**config.mk**
```make
export PLATFORM = sky130hd
export DESIGN_NAME = hms_clock_12h
export DESIGN_NICKNAME = d
export VERILOG_FILES = /design/src/rtl/clock_pkg.sv /design/src/rtl/bcd_counter_60.sv /design/src/rtl/hms_clock_12h.sv
export SDC_FILE = /design/constraint.sdc
export NUM_CORES = 1
export LEC_CHECK = 0
export BUFFER_PORTS_ARGS = -buffer_cell sky130_fd_sc_hd__buf_2
export CAP_MARGIN = 25
export CORE_MARGIN = 3
export CORE_UTILIZATION = 30
export DETAILED_ROUTE_END_ITERATION = 6
export PLACE_DENSITY = 0.53
export SYNTH_ARGS = -nofsm -noshare
export SYNTH_HDL_FRONTEND = slang
export SYNTH_SLANG_ARGS = --single-unit
```
**constraint.sdc**
```tcl
create_clock -name clk -period 5.1 [get_ports clk]
set_clock_uncertainty 0.05 [all_clocks]
set_input_delay 0.51 -clock clk [delete_from_list [all_inputs] [get_ports clk]]
set_output_delay 0.51 -clock clk [all_outputs]
set_load 0.05 [all_outputs]
```
**src/rtl/clock_pkg.sv**
```systemverilog
// Shared constants for the 12-hour hh:mm:ss clock.
// Reset values, field-select encodings and BCD range helpers.
package clock_pkg;

    localparam int CLK_HZ_DEF = 12_000_000;

    localparam logic [7:0] HH_RST = 8'h12;
    localparam logic [7:0] MM_RST = 8'h00;
    localparam logic [7:0] SS_RST = 8'h00;
    localparam logic       PM_RST = 1'b0;

    typedef enum logic [1:0] {
        SEL_HH = 2'b00,
        SEL_MM = 2'b01,
        SEL_SS = 2'b10,
        SEL_PM = 2'b11
    } sel_e;

    // Packed BCD in 00..59
    function automatic logic bcd60_ok(input logic [7:0] v);
        return (v[7:4] <= 4'd5) && (v[3:0] <= 4'd9);
    endfunction

    // Packed BCD in 01..12
    function automatic logic hh_ok(input logic [7:0] v);
        return ((v[7:4] == 4'd0) && (v[3:0] >= 4'd1) && (v[3:0] <= 4'd9))
            || ((v[7:4] == 4'd1) && (v[3:0] <= 4'd2));
    endfunction

endpackage

```
**src/rtl/bcd_counter_60.sv**
```systemverilog
// Two-digit packed-BCD counter 00..59 with load and carry-out.
// Used for both the seconds and minutes fields.
module bcd_counter_60
    import clock_pkg::*;
(
    input  logic       clk,
    input  logic       reset,
    input  logic       inc,
    input  logic       load,
    input  logic [7:0] ld_val,
    output logic [7:0] q,
    output logic       carry
);

    logic [7:0] q_q;
    logic [7:0] q_d;

    // Carry fires in the cycle the counter wraps 59 -> 00
    assign carry = inc && !load && (q_q == 8'h59);
    assign q     = q_q;

    // Next value: a valid load wins over increment
    always_comb begin
        q_d = q_q;
        if (load) begin
            if (bcd60_ok(ld_val)) begin
                q_d = ld_val;
            end
        end else if (inc) begin
            if (q_q == 8'h59) begin
                q_d = 8'h00;
            end else if (q_q[3:0] == 4'd9) begin
                q_d = {q_q[7:4] + 4'd1, 4'd0};
            end else begin
                q_d = {q_q[7:4], q_q[3:0] + 4'd1};
            end
        end
    end

    // Counter register
    always_ff @(posedge clk) begin
        if (reset) begin
            q_q <= SS_RST;
        end else begin
            q_q <= q_d;
        end
    end

endmodule

```
**src/rtl/hms_clock_12h.sv**
```systemverilog
// 12-hour wall clock: 1 Hz prescaler, BCD hh:mm:ss and AM/PM flag.
// Fields are settable through ena/sel/in; a load freezes counting.
module hms_clock_12h
    import clock_pkg::*;
#(
    parameter int CLK_HZ = CLK_HZ_DEF
) (
    input  logic       clk,
    input  logic       reset,
    input  logic       ena,
    input  logic [1:0] sel,
    input  logic [7:0] in,
    output logic       pm,
    output logic [7:0] hh,
    output logic [7:0] mm,
    output logic [7:0] ss
);

    localparam int CW = (CLK_HZ > 1) ? $clog2(CLK_HZ) : 1;
    localparam logic [CW-1:0] CNT_MAX = CW'(CLK_HZ - 1);

    logic [CW-1:0] cnt_q;
    logic [CW-1:0] cnt_d;
    logic [7:0]    hh_q;
    logic [7:0]    hh_d;
    logic          pm_q;
    logic          pm_d;

    logic tick;
    logic ld_hh;
    logic ld_mm;
    logic ld_ss;
    logic ld_pm;
    logic ss_inc;
    logic ss_carry;
    logic mm_carry;

    assign tick   = (cnt_q == CNT_MAX);
    assign ld_hh  = ena && (sel == SEL_HH);
    assign ld_mm  = ena && (sel == SEL_MM);
    assign ld_ss  = ena && (sel == SEL_SS);
    assign ld_pm  = ena && (sel == SEL_PM);
    assign ss_inc = tick && !ena;

    bcd_counter_60 u_ss (
        .clk    (clk),
        .reset  (reset),
        .inc    (ss_inc),
        .load   (ld_ss),
        .ld_val (in),
        .q      (ss),
        .carry  (ss_carry)
    );

    bcd_counter_60 u_mm (
        .clk    (clk),
        .reset  (reset),
        .inc    (ss_carry),
        .load   (ld_mm),
        .ld_val (in),
        .q      (mm),
        .carry  (mm_carry)
    );

    // Prescaler: free-runs, holds while setting, restarts on a seconds load
    always_comb begin
        cnt_d = cnt_q;
        if (ena) begin
            if (ld_ss && bcd60_ok(in)) begin
                cnt_d = '0;
            end
        end else if (tick) begin
            cnt_d = '0;
        end else begin
            cnt_d = cnt_q + CW'(1);
        end
    end

    // Hours 12->01..11->12 and the AM/PM flip on 11->12
    always_comb begin
        hh_d = hh_q;
        pm_d = pm_q;
        if (ena) begin
            if (ld_hh && hh_ok(in)) begin
                hh_d = in;
            end
            if (ld_pm) begin
                pm_d = in[0];
            end
        end else if (mm_carry) begin
            if (hh_q == 8'h12) begin
                hh_d = 8'h01;
            end else if (hh_q == 8'h11) begin
                hh_d = 8'h12;
                pm_d = !pm_q;
            end else if (hh_q[3:0] == 4'd9) begin
                hh_d = 8'h10;
            end else begin
                hh_d = {hh_q[7:4], hh_q[3:0] + 4'd1};
            end
        end
    end

    // Prescaler, hours and pm registers
    always_ff @(posedge clk) begin
        if (reset) begin
            cnt_q <= '0;
            hh_q  <= HH_RST;
            pm_q  <= PM_RST;
        end else begin
            cnt_q <= cnt_d;
            hh_q  <= hh_d;
            pm_q  <= pm_d;
        end
    end

    assign hh = hh_q;
    assign pm = pm_q;

endmodule

```
After elaboration in Yosys (flattened, before gate mapping)
Index checks and enable logic that the tools add are counted.
- add/sub/neg operators: 6
- order comparisons: 4
- bitwise gates (word level): 0
- reduce and logical (&&, ||, !) cells: 36
- $mul: 0
- eq/ne operators: 18
- divide/modulo/power cells: 0
- shift operators: 0
- multiplexer cells: 23
- operator list (operator ; number):
    $mux W8 ; 15
    $mux W24 ; 3
    $add A24 B1 Y24 const B ; 1
    $eq A24 B24 Y1 const B ; 1
    $add A4 B1 Y4 const B ; 5
    $eq A8 B5 Y1 const B ; 2
    $eq A8 B7 Y1 const B ; 2
    $logic_and A1 B1 Y1 ; 15
    $eq A4 B4 Y1 const B ; 3
    $reduce_and A3 Y1 ; 3
    $ne A2 B1 Y1 const B ; 4
    $reduce_bool A2 Y1 ; 4
    $reduce_and A2 Y1 ; 3
    $reduce_bool A3 Y1 ; 2
    $mux W1 ; 5
    $eq A2 B2 Y1 const B ; 2
    $eq A4 B1 Y1 const B ; 1
    $ge A4 B1 Y1 const B ; 1
    $le A4 B2 Y1 const B ; 1
    $le A4 B3 Y1 const B ; 1
    $le A4 B4 Y1 const B ; 1
    $logic_not A1 Y1 ; 4
    $logic_not A4 Y1 ; 1
    $ne A2 B2 Y1 const B ; 2
    other kinds (5) ; 5
- memory bits (writable): 0
- word-level logic and storage cells: 95
- memories kept: 0
- latch bits: 0
- flip-flop bits (word level): 49
- memory bits (read-only): 0
- output and inout bits: 25

Longest topological paths before layout
- depth in word-level cells: 9
- mapped depth: 8
- depth with buffers taken out: 7

Cells and area by module
A second synthesis with hierarchy kept.
- cell total of the unflattened synthesis: 399
- area, all modules: 3121.7 um^2
- modules (own cells, without submodules) (module ; sequential area each (um^2) ; area an instance (um^2) ; cells each ; times used):
    hms_clock_12h ; 660.6 ; 1930.6 ; 247 ; 1
    bcd_counter_60 ; 160.2 ; 595.6 ; 76 ; 2

Worst setup path before layout
OpenSTA, ideal clock, no wires.
- path type: register to register
- from: register u_ss.q_q[0], in the netlist u_ss.q[0]
- to: register pm_q, in the netlist pm
- path buffers: 0
- arrival: 2397 ps
- stages on the path, launching flop included: 7
- library setup time: 71 ps
- path slack: 2582 ps
- cells stage by stage: dfxtp_1 ha_1 nand3b_1 nor4_1 a31oi_1 or4_1 a21oi_1
- word-level cells in the longest chain between the ends: 6
- ends and longest elaborated chain (item ; RTL line ; RTL):
    start: declaration ; bcd_counter_60.sv:15 ; logic [7:0] q_q;
    start signal: assignment ; bcd_counter_60.sv:45 ; q_q <= q_d;
    $eq A8 B7 Y1 ; bcd_counter_60.sv:19 ; assign carry = inc && !load && (q_q == 8'h59);
    $logic_and A1 B1 Y1 (3 in series) ; bcd_counter_60.sv:19 ;
    $reduce_bool A2 Y1 (no line) ; - ;
    $reduce_and A4 Y1 (no line) ; - ;
    end signal: assignment ; hms_clock_12h.sv:113 ; pm_q <= pm_d;
    end: declaration ; hms_clock_12h.sv:26 ; logic pm_q;
No other way between the ends.
A chain may end at the register's enable or synchronous reset.

Worst setup path after layout
- from: register cnt_q[0]
- to: register cnt_q[21]
- word-level cells in the longest chain between the ends: 3
- elaborated cells on any way between the ends: 4
- ends and longest elaborated chain (item ; RTL line ; RTL):
    start: declaration ; hms_clock_12h.sv:22 ; logic [CW-1:0] cnt_q;
    start signal: assignment ; hms_clock_12h.sv:111 ; cnt_q <= cnt_d;
    $add A24 B1 Y24 or $eq A24 B24 Y1 (tied branches) ; hms_clock_12h.sv:75, hms_clock_12h.sv:38 ;
    $mux W24 (*) ; hms_clock_12h.sv:72 ; end else if (tick) begin
    $mux W24 (*) ; hms_clock_12h.sv:68 ; if (ena) begin
Mark *: on every way between the ends. The rest lies on a longest branch, timed or not.

==> impl_metrics.csv <==
group,metric,value,unit
outcome,run_status,"finished, final reports clean",
logic_synthesis,asyncSetResetFlopFracSynth,0,%
drt,drtAntennaViolNets,0,
die,total_die_area,11850,sq um
final_layout,multi_input_comb_area,2037,sq um
sta,tightestPinTransition,0.9187,ns
logic_synthesis,muxShareOfSynthArea,1.893,%
logic_synthesis,synth_simple_gate_area_share,30.17,%
placement,place.detailed.hpwl,6.332,mm
drt,postRouteWirelength,8.976,mm
sta,unrepaired_setup_endpoints_after_global_routing,"no",
drt,drt_drc_violations_left,0,
critical_path,worst_path_cell_trace,"ha_1 -> nand3_1 -> nor3_1 -> a21oi_2 -> buf_4 -> or4b_2 -> o21ai_0",
die,io-pin-count,38,
clocking,clock_sink_count,49,
logic_synthesis,syn_inst,408,
clocking,h-tree-depth,2,
die,core_area,10040,sq um
clocking,tritoncts,"built",
logic_synthesis,ys.flop_type,"sky130_fd_sc_hd__dfxtp_1",
sta,final_report_setup_violation_count,0,
placement,place.port_buffers,37,
critical_path,timing.critical_path.slowest_cell_delay,0.60,ns
drt,firstDrtPassIters,4,
clocking,root_buffer,"sky130_fd_sc_hd__clkbuf_8",
final_layout,fin_nets,449,
critical_path,setup.worst_path.class,"reg -> reg",
worst_hold_path,holdCritPathClass,"reg -> reg",
critical_path,worstPathRequired,5.29,ns
final_layout,fillers,1085,
logic_synthesis,yosysUniqueCellTypes,66,
sta,post-route-period-util,52.20,%
critical_path,worst_setup_path_start_kind,"flip-flop",
grt,first_global_vias,2900,
sta,report.final.slew_viol_count,0,
critical_path,library_cell_contributing_the_largest_single_delay_on_the_critical_path,"sky130_fd_sc_hd__or4b_2",
clocking,cts_resized,0,
logic_synthesis,yosys.area_share.adder,3.549,%
grt,largest_net_degree_at_the_start_of_global_routing,48,
final_layout,antenna_cells,0,
die,floorplan.initialDensity,31.59,%
clocking,insertion_delay,0.31,ns
clocking,cts_post_setup_buffers_inserted,0,
logic_synthesis,synth-edff-count,0,
die,number_of_core_rows,36,
die,floorplan.die.height,108.8,microns
logic_synthesis,syn-cell-area,3173,sq um
clocking,clk_transition_reported_paths,0.09,ns
logic_synthesis,mappedNetlistNets,430,
logic_synthesis,synth_top_family_by_area,"simple AND/OR/NAND/NOR gates",
sta,finalHoldViolations,0,
die,die_w,108.8,microns
final_layout,most_common_library_cell_in_the_layout_ignoring_fill_and_taps,"sky130_fd_sc_hd__dfxtp_1",
pwr,max-vdd-ir-drop,89.95,uV
flow_run,max_cap_violations,0,
pwr,powerDensity,198.3,nW/um^2
grt,grt_first_pass_wirelength,14.72,mm
final_layout,drive_gt1_share,12.85,%
logic_synthesis,syn_avg_cell_area,7.777,sq um
drt,routed_vias,3255,
logic_synthesis,synth_seq_area_share,30.91,%
final_layout,syn2layout_area_growth,10.96,%
grt,grt_antenna_before_repair,0,
drt,viasPerCell,5.802,
final_layout,layout.cells.most_common_list,"49 x sky130_fd_sc_hd__dfxtp_1, 38 x sky130_fd_sc_hd__nand2_1, 37 x sky130_fd_sc_hd__buf_2",
worst_hold_path,min_delay_path_depth,1,
grt,grt_usage,15.54,%
placement,placed_cells_incl_taps,553,
clocking,cts.hold.buffers_added,0,
critical_path,timing.critical_path.fanout_max,28,
critical_path,timing.critical_path.arrival,2.85,ns
placement,gp_congestion,0.8783,
placement,post-place-ws,2.457,ns
critical_path,worstSetupEndpointType,"flip-flop",
final_layout,finish.cell_count_without_fillers,561,
sta,summed_negative_setup_slack_over_all_endpoints,0,ns
critical_path,r2r_cells,7,
sta,period_needed,2.662,ns
clocking,clock_path_buffers,2,
logic_synthesis,post_synth_xor_area_fraction,0.5521,%
clocking,cts_inserted_buffers,5,
grt,overflow,0,
final_layout,final-seq-area,980.9,sq um
logic_synthesis,ys_ff_latch,49,
sta,timing.final.ws_setup,2.438,ns
sta,timing.slew.headroom,37.89,%
pwr,static-leakage-power,0.001237,uW
drt,drt-initial-drc-count,172,
sta,fmaxAchievable,0.3757,GHz
logic_synthesis,synthesis.yosys.warnings,0,
drt,avgRoutedWirePerCell,16.00,microns
logic_synthesis,synth_compound_gate_area_share,27.76,%
## area by class of cell
class	instances	share of cell area [%]
tap	133	4.726
sequential	49	27.86
inverter	13	1.386
timing repair buffer	40	5.899
multi-input combinational	318	57.85
clock buffer	8	2.274
## path summary, 6_finish.rpt
kind | from | end | slack (ns)
worst max-delay path | cnt_q[0] | cnt_q[21] | 2.44
worst min-delay path | hh[5] | hh[5] | 0.44
worst max register to register | cnt_q[0] | cnt_q[21] | 2.44
worst min register to register | hh[5] | hh[5] | 0.44
## layer usage
layer,vias up,track usage [%],routed length [microns]
met5,-,0,0
met4,0,4.148,115
met3,10,2.901,503
met2,80,25.60,4273
met1,1561,20.85,4084
li1,1604,-,-
## power breakdown
group | internal (uW) | switching (uW) | leakage [uW] | total (uW)
Combinational | 23.0 | 57.4 | 0.000802 | 80.4
Sequential | 385 | 3.33 | 0.000395 | 389
Clock | 97.9 | 131 | 0.0000395 | 229
Total | 506 | 192 | 0.00124 | 698
## Yosys cell counts, types with 3 or more instances
library cell,n,area (sq um)
sky130_fd_sc_hd__inv_1,13,48.80
sky130_fd_sc_hd__nand2b_1,6,37.54
sky130_fd_sc_hd__mux2i_1,6,60.06
sky130_fd_sc_hd__nor3_1,15,75.07
sky130_fd_sc_hd__ha_1,9,112.6
sky130_fd_sc_hd__nand3b_1,8,60.06
sky130_fd_sc_hd__a211oi_1,6,45.04
sky130_fd_sc_hd__o31ai_1,5,37.54
sky130_fd_sc_hd__nor2_1,25,93.84
sky130_fd_sc_hd__a311oi_1,15,131.4
sky130_fd_sc_hd__clkbuf_1,25,93.84
sky130_fd_sc_hd__nor4_1,7,43.79
sky130_fd_sc_hd__nand4_1,6,37.54
sky130_fd_sc_hd__o21ai_0,22,110.1
sky130_fd_sc_hd__nand2_1,38,142.6
sky130_fd_sc_hd__dfxtp_1,49,980.9
sky130_fd_sc_hd__or4_1,3,22.52
sky130_fd_sc_hd__a21oi_1,27,135.1
sky130_fd_sc_hd__and3b_1,4,35.03
sky130_fd_sc_hd__and2_1,4,25.02
sky130_fd_sc_hd__nor3b_1,3,22.52
sky130_fd_sc_hd__and3_1,11,68.82
sky130_fd_sc_hd__a41oi_1,6,52.55
sky130_fd_sc_hd__a31oi_1,12,75.07
sky130_fd_sc_hd__nand3_1,23,115.1
sky130_fd_sc_hd__nor2b_1,7,43.79
## metrics by stage
| stage | power (uW) | hold slack [ns] | cell area, sq um | util, % |
|---|---|---|---|---|
| 3_3_place_gp | 477.6 | 0.4252 | 3441 | 34.26 |
| 5_1_grt | 731.9 | 0.4613 | 3521 | 35.05 |
| 6_report | 698.2 | 0.4404 | 3521 | 35.05 |
| 3_5_place_dp | 477.6 | 0.4324 | 3441 | 34.26 |
| 4_1_cts | 711.4 | 0.4442 | 3521 | 35.05 |
| 2_1_floorplan | 451.6 | 0.4070 | 3173 | - |
## flip-flops by register name, summed over array words and instances (netlist names)
| name | flops |
|---|---|
| cnt_q | 24 |
| hh | 8 |
| pm | 1 |
| u_ss.q | 8 |
| u_mm.q | 8 |
## cell families after synthesis
| family | after synthesis |
|---|---|
| compound gates | 128 |
| xor+xnor | 2 |
| simple gates | 173 |
| flops | 49 |
| mux | 6 |
| fa+ha+maj | 9 |
| buf+inv | 41 |
## worst max-delay path: cells and delay by family (launching register included)
kind | cells | cell delay (ns)
AOI/OAI and AO/OA | 2 | 0.57
buffers and inverters | 1 | 0.37
DFF | 1 | 0.34
adders and majority gates | 1 | 0.24
and+or+nand+nor | 3 | 1.02
Note: power is estimated with default switching activity, not from simulation.
